<file path="config.mk">
export PLATFORM = sky130hd
export DESIGN_NAME = sm4_host_ctrl_flat
export DESIGN_NICKNAME = d
export VERILOG_FILES = /design/src/rtl/sm4_pkg.sv /design/src/rtl/sm4_host_ctrl_if.sv /design/src/rtl/sm4_res_fifo.sv /design/src/rtl/sm4_host_ctrl.sv /design/src/flat_wrapper.sv
export SDC_FILE = /design/constraint.sdc
export NUM_CORES = 1
export LEC_CHECK = 0
export ABC_AREA = 1
export CORE_AREA = 10 10 300 302
export DETAILED_ROUTE_END_ITERATION = 10
export DIE_AREA = 0 0 310 312
export PLACE_DENSITY_LB_ADDON = 0.05
export SYNTH_ARGS = -nofsm -noshare
export SYNTH_HDL_FRONTEND = slang
export SYNTH_HIERARCHICAL = 1
export SYNTH_SLANG_ARGS = --single-unit
</file>
<file path="constraint.sdc">
create_clock -name clk -period 8.9 [get_ports clk]
set_input_delay 2.67 -clock clk [delete_from_list [all_inputs] [get_ports clk]]
set_output_delay 2.67 -clock clk [all_outputs]
set_load 0.005 [all_outputs]
</file>
<file path="src/rtl/sm4_pkg.sv">
// rtl/sm4_pkg.sv - shared widths and controller state encoding for the SM4 host sequencer
package sm4_pkg;

    localparam int SM4_BLK_W = 128;
    localparam int SM4_KEY_W = 128;

    typedef enum logic [2:0] {
        ST_IDLE,
        ST_KEY_LOAD,
        ST_KEY_WAIT,
        ST_RUN,
        ST_DRAIN
    } ctrl_state_t;

endpackage

</file>
<file path="src/rtl/sm4_host_ctrl_if.sv">
// rtl/sm4_host_ctrl_if.sv - host-side key, block and result streams of the SM4 sequencer
interface sm4_host_ctrl_if
    import sm4_pkg::*;
();

    logic                 key_valid_in;
    logic [SM4_KEY_W-1:0] key_in;
    logic                 key_dec_in;
    logic                 key_ready_out;

    logic                 blk_valid_in;
    logic [SM4_BLK_W-1:0] blk_data_in;
    logic                 blk_ready_out;

    logic                 res_valid_out;
    logic [SM4_BLK_W-1:0] res_data_out;
    logic                 res_ready_in;

    // slave is the sequencer, master is whoever feeds keys/blocks and drains results
    modport slave (
        input  key_valid_in, key_in, key_dec_in,
        output key_ready_out,
        input  blk_valid_in, blk_data_in,
        output blk_ready_out,
        output res_valid_out, res_data_out,
        input  res_ready_in
    );

    modport master (
        output key_valid_in, key_in, key_dec_in,
        input  key_ready_out,
        output blk_valid_in, blk_data_in,
        input  blk_ready_out,
        input  res_valid_out, res_data_out,
        output res_ready_in
    );

endinterface

</file>
<file path="src/rtl/sm4_res_fifo.sv">
// rtl/sm4_res_fifo.sv - synchronous result FIFO with occupancy count
module sm4_res_fifo #(
    parameter int DEPTH = 4,
    parameter int CNT_W = 3,
    parameter int W     = 128
) (
    input  logic             clk,
    input  logic             reset_n,
    input  logic             push,
    input  logic [W-1:0]     push_data,
    input  logic             pop,
    output logic             out_valid,
    output logic [W-1:0]     out_data,
    output logic [CNT_W-1:0] count
);

    localparam int AW = $clog2(DEPTH);

    logic [W-1:0]     mem [DEPTH];
    logic [AW-1:0]    wr_ptr;
    logic [AW-1:0]    rd_ptr;
    logic [CNT_W-1:0] cnt;
    logic             do_push;
    logic             do_pop;

    assign do_pop  = pop && (cnt != '0);
    // a full FIFO still takes a push when the head leaves in the same cycle
    assign do_push = push && ((cnt != CNT_W'(DEPTH)) || do_pop);

    always_ff @(posedge clk) begin
        if (!reset_n) begin
            wr_ptr <= '0;
            rd_ptr <= '0;
            cnt    <= '0;
        end else begin
            if (do_push) wr_ptr <= wr_ptr + AW'(1);
            if (do_pop)  rd_ptr <= rd_ptr + AW'(1);
            cnt <= cnt + CNT_W'(do_push) - CNT_W'(do_pop);
        end
    end

    always_ff @(posedge clk) begin
        if (do_push) mem[wr_ptr] <= push_data;
    end

    assign out_valid = (cnt != '0);
    assign out_data  = out_valid ? mem[rd_ptr] : '0;
    assign count     = cnt;

endmodule

</file>
<file path="src/rtl/sm4_host_ctrl.sv">
// rtl/sm4_host_ctrl.sv - sequences key load and block issue into the SM4 core, buffers its results
module sm4_host_ctrl
    import sm4_pkg::*;
#(
    parameter int FIFO_DEPTH = 4,
    parameter int CNT_W      = 3
) (
    input  logic                 clk,
    input  logic                 reset_n,
    sm4_host_ctrl_if.slave       host,
    output logic                 sm4_enable_out,
    output logic                 encdec_enable_out,
    output logic                 encdec_sel_out,
    output logic                 enable_key_exp_out,
    output logic                 user_key_valid_out,
    output logic [SM4_KEY_W-1:0] user_key_out,
    output logic                 valid_out,
    output logic [SM4_BLK_W-1:0] data_out,
    input  logic                 key_exp_ready_in,
    input  logic                 core_valid_in,
    input  logic [SM4_BLK_W-1:0] core_result_in,
    output logic                 busy_out,
    output logic                 err_out
);

    ctrl_state_t      state;
    ctrl_state_t      state_nxt;
    logic [CNT_W-1:0] inflight;
    logic [CNT_W-1:0] fifo_count;
    logic [CNT_W:0]   credit_used;
    logic             key_rdy;
    logic             blk_rdy;
    logic             key_hs;
    logic             blk_hs;
    logic             core_ok;
    logic             core_spurious;

    assign credit_used   = {1'b0, inflight} + {1'b0, fifo_count};
    assign key_hs        = host.key_valid_in && host.key_ready_out;
    assign blk_hs        = host.blk_valid_in && host.blk_ready_out;
    assign core_ok       = core_valid_in && (inflight != '0);
    assign core_spurious = core_valid_in && (inflight == '0);

    always_comb begin
        state_nxt          = state;
        key_rdy            = 1'b0;
        blk_rdy            = 1'b0;
        sm4_enable_out     = 1'b0;
        encdec_enable_out  = 1'b0;
        enable_key_exp_out = 1'b0;
        user_key_valid_out = 1'b0;
        case (state)
            ST_IDLE: begin
                key_rdy = 1'b1;
                if (host.key_valid_in) state_nxt = ST_KEY_LOAD;
            end
            ST_KEY_LOAD: begin
                sm4_enable_out     = 1'b1;
                enable_key_exp_out = 1'b1;
                user_key_valid_out = 1'b1;
                state_nxt          = ST_KEY_WAIT;
            end
            ST_KEY_WAIT: begin
                sm4_enable_out     = 1'b1;
                enable_key_exp_out = 1'b1;
                if (key_exp_ready_in) state_nxt = ST_RUN;
            end
            ST_RUN: begin
                sm4_enable_out    = 1'b1;
                encdec_enable_out = 1'b1;
                // a pending key request closes the block path immediately
                if (host.key_valid_in) state_nxt = ST_DRAIN;
                else blk_rdy = (credit_used < (CNT_W+1)'(FIFO_DEPTH));
            end
            ST_DRAIN: begin
                sm4_enable_out    = 1'b1;
                encdec_enable_out = 1'b1;
                if (inflight == '0) begin
                    key_rdy = 1'b1;
                    if (host.key_valid_in) state_nxt = ST_KEY_LOAD;
                end
            end
            default: state_nxt = ST_IDLE;
        endcase
    end

    assign host.key_ready_out = key_rdy && reset_n;
    assign host.blk_ready_out = blk_rdy;

    always_ff @(posedge clk) begin
        if (!reset_n) begin
            state          <= ST_IDLE;
            inflight       <= '0;
            err_out        <= 1'b0;
            user_key_out   <= '0;
            encdec_sel_out <= 1'b0;
            valid_out      <= 1'b0;
            data_out       <= '0;
        end else begin
            state     <= state_nxt;
            valid_out <= blk_hs;
            if (key_hs) begin
                user_key_out   <= host.key_in;
                encdec_sel_out <= host.key_dec_in;
            end
            if (blk_hs) data_out <= host.blk_data_in;
            case ({blk_hs, core_ok})
                2'b10:   inflight <= inflight + CNT_W'(1);
                2'b01:   inflight <= inflight - CNT_W'(1);
                default: inflight <= inflight;
            endcase
            if (core_spurious) err_out <= 1'b1;
        end
    end

    sm4_res_fifo #(
        .DEPTH (FIFO_DEPTH),
        .CNT_W (CNT_W),
        .W     (SM4_BLK_W)
    ) u_res_fifo (
        .clk       (clk),
        .reset_n   (reset_n),
        .push      (core_ok),
        .push_data (core_result_in),
        .pop       (host.res_ready_in),
        .out_valid (host.res_valid_out),
        .out_data  (host.res_data_out),
        .count     (fifo_count)
    );

    assign busy_out = (state != ST_IDLE) || (inflight != '0) || (fifo_count != '0);

endmodule
</file>
<file path="src/flat_wrapper.sv">
// flat-port wrapper written by rule: the top's interface ports become plain ports
module sm4_host_ctrl_flat import sm4_pkg::*;
#(
    parameter int FIFO_DEPTH = 4,
    parameter int CNT_W      = 3
)
  (clk, reset_n, sm4_enable_out, encdec_enable_out, encdec_sel_out, enable_key_exp_out, user_key_valid_out, user_key_out, valid_out, data_out, key_exp_ready_in, core_valid_in, core_result_in, busy_out, err_out, host_key_valid_in, host_key_in, host_key_dec_in, host_key_ready_out, host_blk_valid_in, host_blk_data_in, host_blk_ready_out, host_res_valid_out, host_res_data_out, host_res_ready_in);
  sm4_host_ctrl_if host_i ();
  input  logic clk;
  input  logic reset_n;
  output logic sm4_enable_out;
  output logic encdec_enable_out;
  output logic encdec_sel_out;
  output logic enable_key_exp_out;
  output logic user_key_valid_out;
  output logic [SM4_KEY_W-1:0] user_key_out;
  output logic valid_out;
  output logic [SM4_BLK_W-1:0] data_out;
  input  logic key_exp_ready_in;
  input  logic core_valid_in;
  input  logic [SM4_BLK_W-1:0] core_result_in;
  output logic busy_out;
  output logic err_out;
  input wire logic [$bits(host_i.key_valid_in)-1:0] host_key_valid_in;
  input wire logic [$bits(host_i.key_in)-1:0] host_key_in;
  input wire logic [$bits(host_i.key_dec_in)-1:0] host_key_dec_in;
  output wire logic [$bits(host_i.key_ready_out)-1:0] host_key_ready_out;
  input wire logic [$bits(host_i.blk_valid_in)-1:0] host_blk_valid_in;
  input wire logic [$bits(host_i.blk_data_in)-1:0] host_blk_data_in;
  output wire logic [$bits(host_i.blk_ready_out)-1:0] host_blk_ready_out;
  output wire logic [$bits(host_i.res_valid_out)-1:0] host_res_valid_out;
  output wire logic [$bits(host_i.res_data_out)-1:0] host_res_data_out;
  input wire logic [$bits(host_i.res_ready_in)-1:0] host_res_ready_in;
  assign host_i.key_valid_in = host_key_valid_in;
  assign host_i.key_in = host_key_in;
  assign host_i.key_dec_in = host_key_dec_in;
  assign host_key_ready_out = host_i.key_ready_out;
  assign host_i.blk_valid_in = host_blk_valid_in;
  assign host_i.blk_data_in = host_blk_data_in;
  assign host_blk_ready_out = host_i.blk_ready_out;
  assign host_res_valid_out = host_i.res_valid_out;
  assign host_res_data_out = host_i.res_data_out;
  assign host_i.res_ready_in = host_res_ready_in;
  sm4_host_ctrl #(.FIFO_DEPTH(FIFO_DEPTH), .CNT_W(CNT_W)) u_core (.clk(clk), .reset_n(reset_n), .host(host_i), .sm4_enable_out(sm4_enable_out), .encdec_enable_out(encdec_enable_out), .encdec_sel_out(encdec_sel_out), .enable_key_exp_out(enable_key_exp_out), .user_key_valid_out(user_key_valid_out), .user_key_out(user_key_out), .valid_out(valid_out), .data_out(data_out), .key_exp_ready_in(key_exp_ready_in), .core_valid_in(core_valid_in), .core_result_in(core_result_in), .busy_out(busy_out), .err_out(err_out));
endmodule
</file>
# Word-level counts from Yosys, hierarchy flattened
# Memories as Yosys holds them, arrays and structs flattened. A register that Yosys moved wholly into a read port is not among the register bits.
# Cells that the tools add are included.
[totals]
memories = 1
ram_bits = 512
latchBits = 0
out_inout_bits = 395
ff_bits = 272
romBits = 0
word_cells = 68
[memory_table]
columns = ["memory", "words", "width", "rd", "rd_ports_with_merged_regs", "write_ports", "line", "rtl"]
rows = [
  ["u_core.u_res_fifo.mem", 4, 128, 1, 1, 1, "sm4_res_fifo.sv:19", "logic [W-1:0] mem [DEPTH];"],
]
[classes]
n_addsub = 7
n_lt_le_gt_ge = 1
mux = 19
reduce_logical = 20
bitwise = 0
eq_ne = 10
div = 0
n_shift = 0
mul = 0
[ops]
columns = ["op", "n"]
rows = [
  ["128-bit two-way mux", 1],
  ["3-bit one-hot mux with 5 select lines", 1],
  ["3-bit two-way mux", 4],
  ["1-bit two-way mux", 9],
  ["3-bit nonzero test", 3],
  ["1-bit logical AND", 7],
  ["3-bit by 2-bit equality test with 1-bit output, second input constant", 2],
  ["3-bit zero test", 2],
  ["3-bit one-hot mux with 2 select lines", 1],
  ["2-bit by 1-bit adder with 2-bit output, second input constant", 2],
  ["3-bit by 3-bit adder with 4-bit output", 1],
  ["4-bit by 3-bit < comparator with 1-bit output, second input constant", 1],
  ["2-bit two-way mux", 2],
  ["2-bit inequality test, second input constant", 2],
  ["2-bit OR reduction", 2],
  ["4-bit OR reduction", 1],
  ["3-bit by 1-bit adder with 3-bit output", 1],
  ["3-bit by 1-bit adder with 3-bit output, second input constant", 1],
  ["3-bit by 1-bit equality test with 1-bit output, second input constant", 1],
  ["3-bit equality test, second input constant", 1],
  ["1-bit logical OR", 3],
  ["3-bit inequality test, second input constant", 1],
  ["3-bit AND reduction", 1],
  ["3-bit by 1-bit subtractor with 3-bit output", 1],
  ["other kinds (6)", 6],
]

# Longest topological paths before layout
[depth]
depth_word = 7
mapped_depth = 14

# Cells and area by module
# Netlist, hierarchy kept.
[by_module_without_submodules]
columns = ["mod", "cells_per_inst", "seq_area_each_um2", "area_each_um2", "n_inst"]
rows = [
  ["sm4_res_fifo", 1580, 15554.9, 20367.0, 1],
  ["sm4_host_ctrl", 1706, 5305.1, 10940.5, 1],
]

# Least setup slack after synthesis
# Ideal clock, no wire load.
[synth_path]
path_kind = "input to register"
from = "input port core_valid_in"
to = "memory u_core.u_res_fifo.mem[0][0] (enable)"
setup_slack_ns = -0.172
arrival_time_ns = 8.454
setup_ns = 0.617
cell_stages = 4
cell_sequence = "inv_1 -> nor2_1 -> nand2_1 -> nor2_1"
[synth_via]
elab_chain_cells = 4
[synth_lines]
columns = ["element", "line", "rtl"]
rows = [
  ["from (decl)", "flat_wrapper.sv:20", "input logic core_valid_in;"],
  ["1-bit logical AND", "sm4_host_ctrl.sv:41", "assign core_ok = core_valid_in && (inflight != '0);"],
  ["via u_core.core_ok", "sm4_host_ctrl.sv:35", "logic core_ok;"],
  ["1-bit logical AND", "sm4_res_fifo.sv:28", "assign do_push = push && ((cnt != CNT_W'(DEPTH)) || do_pop);"],
  ["1-bit two-way mux", "sm4_res_fifo.sv:43", "if (do_push) mem[wr_ptr] <= push_data;"],
  ["1-bit two-way mux (implied by the code)", "sm4_res_fifo.sv:43", ""],
  ["to (decl)", "sm4_res_fifo.sv:19", ""],
]
# The timed path passes the listed nets, and every way through them passes these cells.

# Worst setup path in the final report
[layout_path]
from = "input port host_key_valid_in"
to = "output port host_blk_ready_out"
[layout_via]
elab_chain_cells = 2
[layout_lines]
columns = ["element", "line", "rtl"]
rows = [
  ["from (decl)", "flat_wrapper.sv:24", "input wire logic [$bits(host_i.key_valid_in)-1:0] host_key_valid_in;"],
  ["1-bit two-way mux", "sm4_host_ctrl.sv:72", "if (host.key_valid_in) state_nxt = ST_DRAIN;"],
  ["1-bit two-way mux", "sm4_host_ctrl.sv:52", "case (state)"],
  ["to (decl)", "flat_wrapper.sv:30", "output wire logic [$bits(host_i.blk_ready_out)-1:0] host_blk_ready_out;"],
]
# Every way passes these cells.

==> impl_metrics.env <==
export IMPL_antenna_found_initial=20
export IMPL_grt_pass1_wl_um=156000
export IMPL_drive_above_1_share_pct=4.18
export IMPL_clk_latency_ns=0.64
export IMPL_min_to="u_core/err_out"
export IMPL_cts_clk_slew_worst_paths_ns=0.06
export IMPL_hold_depth=1
export IMPL_hold_viol=0
export IMPL_postCtsSetupBuffers=0
export IMPL_ys_ff_latch=786
export IMPL_rows=107
export IMPL_grt_pass1_vias=22100
export IMPL_ir_worst_vdd_mv=0.172
export IMPL_status="completed"
export IMPL_layout_nets=4402
export IMPL_dieArea_um2=96700
export IMPL_place_hpwl_um=73800
export IMPL_core_area_um2=84300
export IMPL_n_fill_cell=7792
export IMPL_grt_max_degree=252
export IMPL_ys_top_cells_by_area="edfxtp_1 (49%), dfxtp_1 (18%), nor2_1 (13%)"
export IMPL_use_met2_pct=38.3
export IMPL_multi_input_area_um2=8300
export IMPL_synthCells=3286
export IMPL_grt_overflow=0
export IMPL_r2r_start="u_core/inflight[1]"
export IMPL_worstPathMaxFanout=3
export IMPL_root_buffer="clkbuf_16"
export IMPL_fp_dieW_um=310
export IMPL_synth_net_count=3689
export IMPL_final_common_cell="nor2_1"
export IMPL_layout_cells_non_filler=5163
export IMPL_final_max_slew_viol_count=0
export IMPL_grt_use_total_pct=21.7
export IMPL_setup_worst_path_start_class="primary input"
export IMPL_first_pass_iters=7
export IMPL_finalCritPeriodShare_pct=77.4
export IMPL_clock_skew_ns=0.0236
export IMPL_ys_types=24
export IMPL_hp_start="u_core/err_out"
export IMPL_drt_drc_violations_left=0
export IMPL_final_core_util_pct=50.6
export IMPL_synth_top_area_cell="edfxtp_1"
export IMPL_criticalPathCategory="primary input to primary output"
export IMPL_p_leak_uw=0.0169
export IMPL_port_buffers=786
export IMPL_r2r_slack_ns=5.66
export IMPL_ctsResizeCount=0
export IMPL_worstMarginPinSlew_ns=1.20
export IMPL_setup_viol_count_final=0
export IMPL_cts_path_max_buffers=3
export IMPL_holdBufCountCts=0
export IMPL_required_ns=6.23
export IMPL_seq_area_um2=20900
export IMPL_crit_path_frequent_cell="clkdlybuf4s50_1"
export IMPL_crit_path_end_kind="primary output"
export IMPL_antenna_left=0
export IMPL_pin_count=787
export IMPL_ctsHtreeMaxLevel=3
export IMPL_powerDensity_nw_per_um2=248
export IMPL_rr_endpoint="u_core/u_res_fifo/mem[1][86]"
export IMPL_top_usage_layer="met2"
export IMPL_maxSlewHeadroom_pct=19.7
export IMPL_finalWirelength_um=109000
export IMPL_yosysTopAreaCellShare_pct=49.1
export IMPL_cp_arrival_ns=4.21
export IMPL_initial_core_util_pct=37.1
export IMPL_die_y_um=312
export IMPL_routedWlPerCell_um=21.2
export IMPL_seq_area_frac_synth_pct=66.6
export IMPL_grt_util_met1_pct=25.0
export IMPL_cts_tree="yes"
export IMPL_syn_to_final_growth_pct=36.4
export IMPL_netlist_area_um2=31300
export IMPL_place_gp_congestion=0.866
export IMPL_hp_class="register to register"
export IMPL_timing_fmax_mhz=145
export IMPL_path_cells="clkdlybuf4s50_1 -> nor2_2 -> inv_1 -> nor3_1 -> clkdlybuf4s50_1"
export IMPL_drt_iter0_drc=1512
export IMPL_synth_area_per_cell_um2=9.53
export IMPL_min_period_ns=6.88
export IMPL_slowest_delay_ns=0.57
export IMPL_place_inst=4999
export IMPL_cp_slowest_cell="clkdlybuf4s50_1"
export IMPL_viasPerCell=4.60
export IMPL_reg2reg_depth=7
export IMPL_vias=23800
export IMPL_cts_buffers=88
export IMPL_met3_usage_pct=7.55
export IMPL_rsz0062_at_grt="false"
export IMPL_yosysWarnings=6
export IMPL_most_common_layout_cells="nor2_1 (1,051), clkdlybuf4s50_1 (785), nand2_1 (542)"
export IMPL_max_cap_violations=0
export IMPL_clock_sinks=786
[cell type report]
cell class | count | share of cell area (%)
inverter | 291 | 2.58
clock inverter | 40 | 1.12
timing repair buffer | 807 | 19.0
antenna | 5 | 0.0293
clock buffer | 119 | 5.79
multi-input combinational | 2025 | 19.4
sequential | 786 | 48.9
tap | 1090 | 3.19
[Yosys cell counts]
cell type     n
nor2_1     1055
nand2_1     542
edfxtp_1    512
inv_1       286
dfxtp_1     274
o21ai_0     193
a21oi_1     141
buf_2        69
o21ai_1      66
clkbuf_1     39
buf_6        34
clkbuf_2     24
buf_4        10
ha_1          9
buf_1         8
nand3_1       8
inv_2         5
nand3_2       3
fa_1          2
nor3_1        2
nand4_1       1
nor2_2        1
nor4_1        1
o21a_1        1
[metal layers]
metal / vias up / wire [µm]
met5: - / 218
met4: 34 / 1970
met3: 152 / 9350
met2: 588 / 54900
met1: 11100 / 43100
li1: 11900 / -
[how the worst max path moves through the flow]
stage                       from                           to  slack, ns  cells after the start
6_report       host_key_valid_in           host_blk_ready_out       2.02                      5
5_1_grt                 register       host_res_data_out[126]       1.86                      6
4_1_cts        host_key_valid_in           host_blk_ready_out       2.01                      5
3_5_place_dp   host_key_valid_in           host_blk_ready_out       2.01                      5
3_3_place_gp   host_key_valid_in           host_blk_ready_out       2.04                      5
2_1_floorplan      core_valid_in  u_core/u_res_fifo/mem[0][0]      -0.17                      4
[kinds of logic after synthesis]
logic type | Yosys count | synth area share [%]
flip-flops | 786 | 66.6
AND/OR/NAND/NOR | 1613 | 19.5
buffers and inverters | 475 | 7.00
AO/OA/AOI/OAI | 401 | 6.42
adder cells (fa/ha/maj) | 11 | 0.488
[sequential cells by signal, summed over array words and instances (netlist names), named ones only]
name                      cells
u_core/u_res_fifo/rd_ptr      2
u_core/err_out                1
u_core/u_res_fifo/wr_ptr      2
u_core/valid_out              1
u_core/user_key_out         128
u_core/inflight               3
u_core/state                  3
u_core/u_res_fifo/mem       512
u_core/encdec_sel_out         1
u_core/u_res_fifo/count       3
u_core/data_out             128
[power breakdown]
group          switching, µW  internal [µW]
clock network           1480           2210
logic                   1540           1260
registers                114           3980
[worst max-delay path, delay by kind of cell]
kind	cells	cell delay, ns
and+or+nand+nor	2	0.38
buffers and inverters	3	1.16
[through the flow]
stage	setup WS (ns)	instance area, µm²	total power, µW	TNS, ns	hold slack, ns
after floorplan	-0.172	31300	5400	-87.87	0.460
after detailed placement	2.01	39700	7040	0	0.465
after CTS	2.01	42700	10800	0	0.479
final	2.02	42700	10600	0	0.474
after global routing	1.86	42700	11100	0	0.492
after global placement	2.04	39700	7050	0	0.452
(Power assumes the default switching activity.)
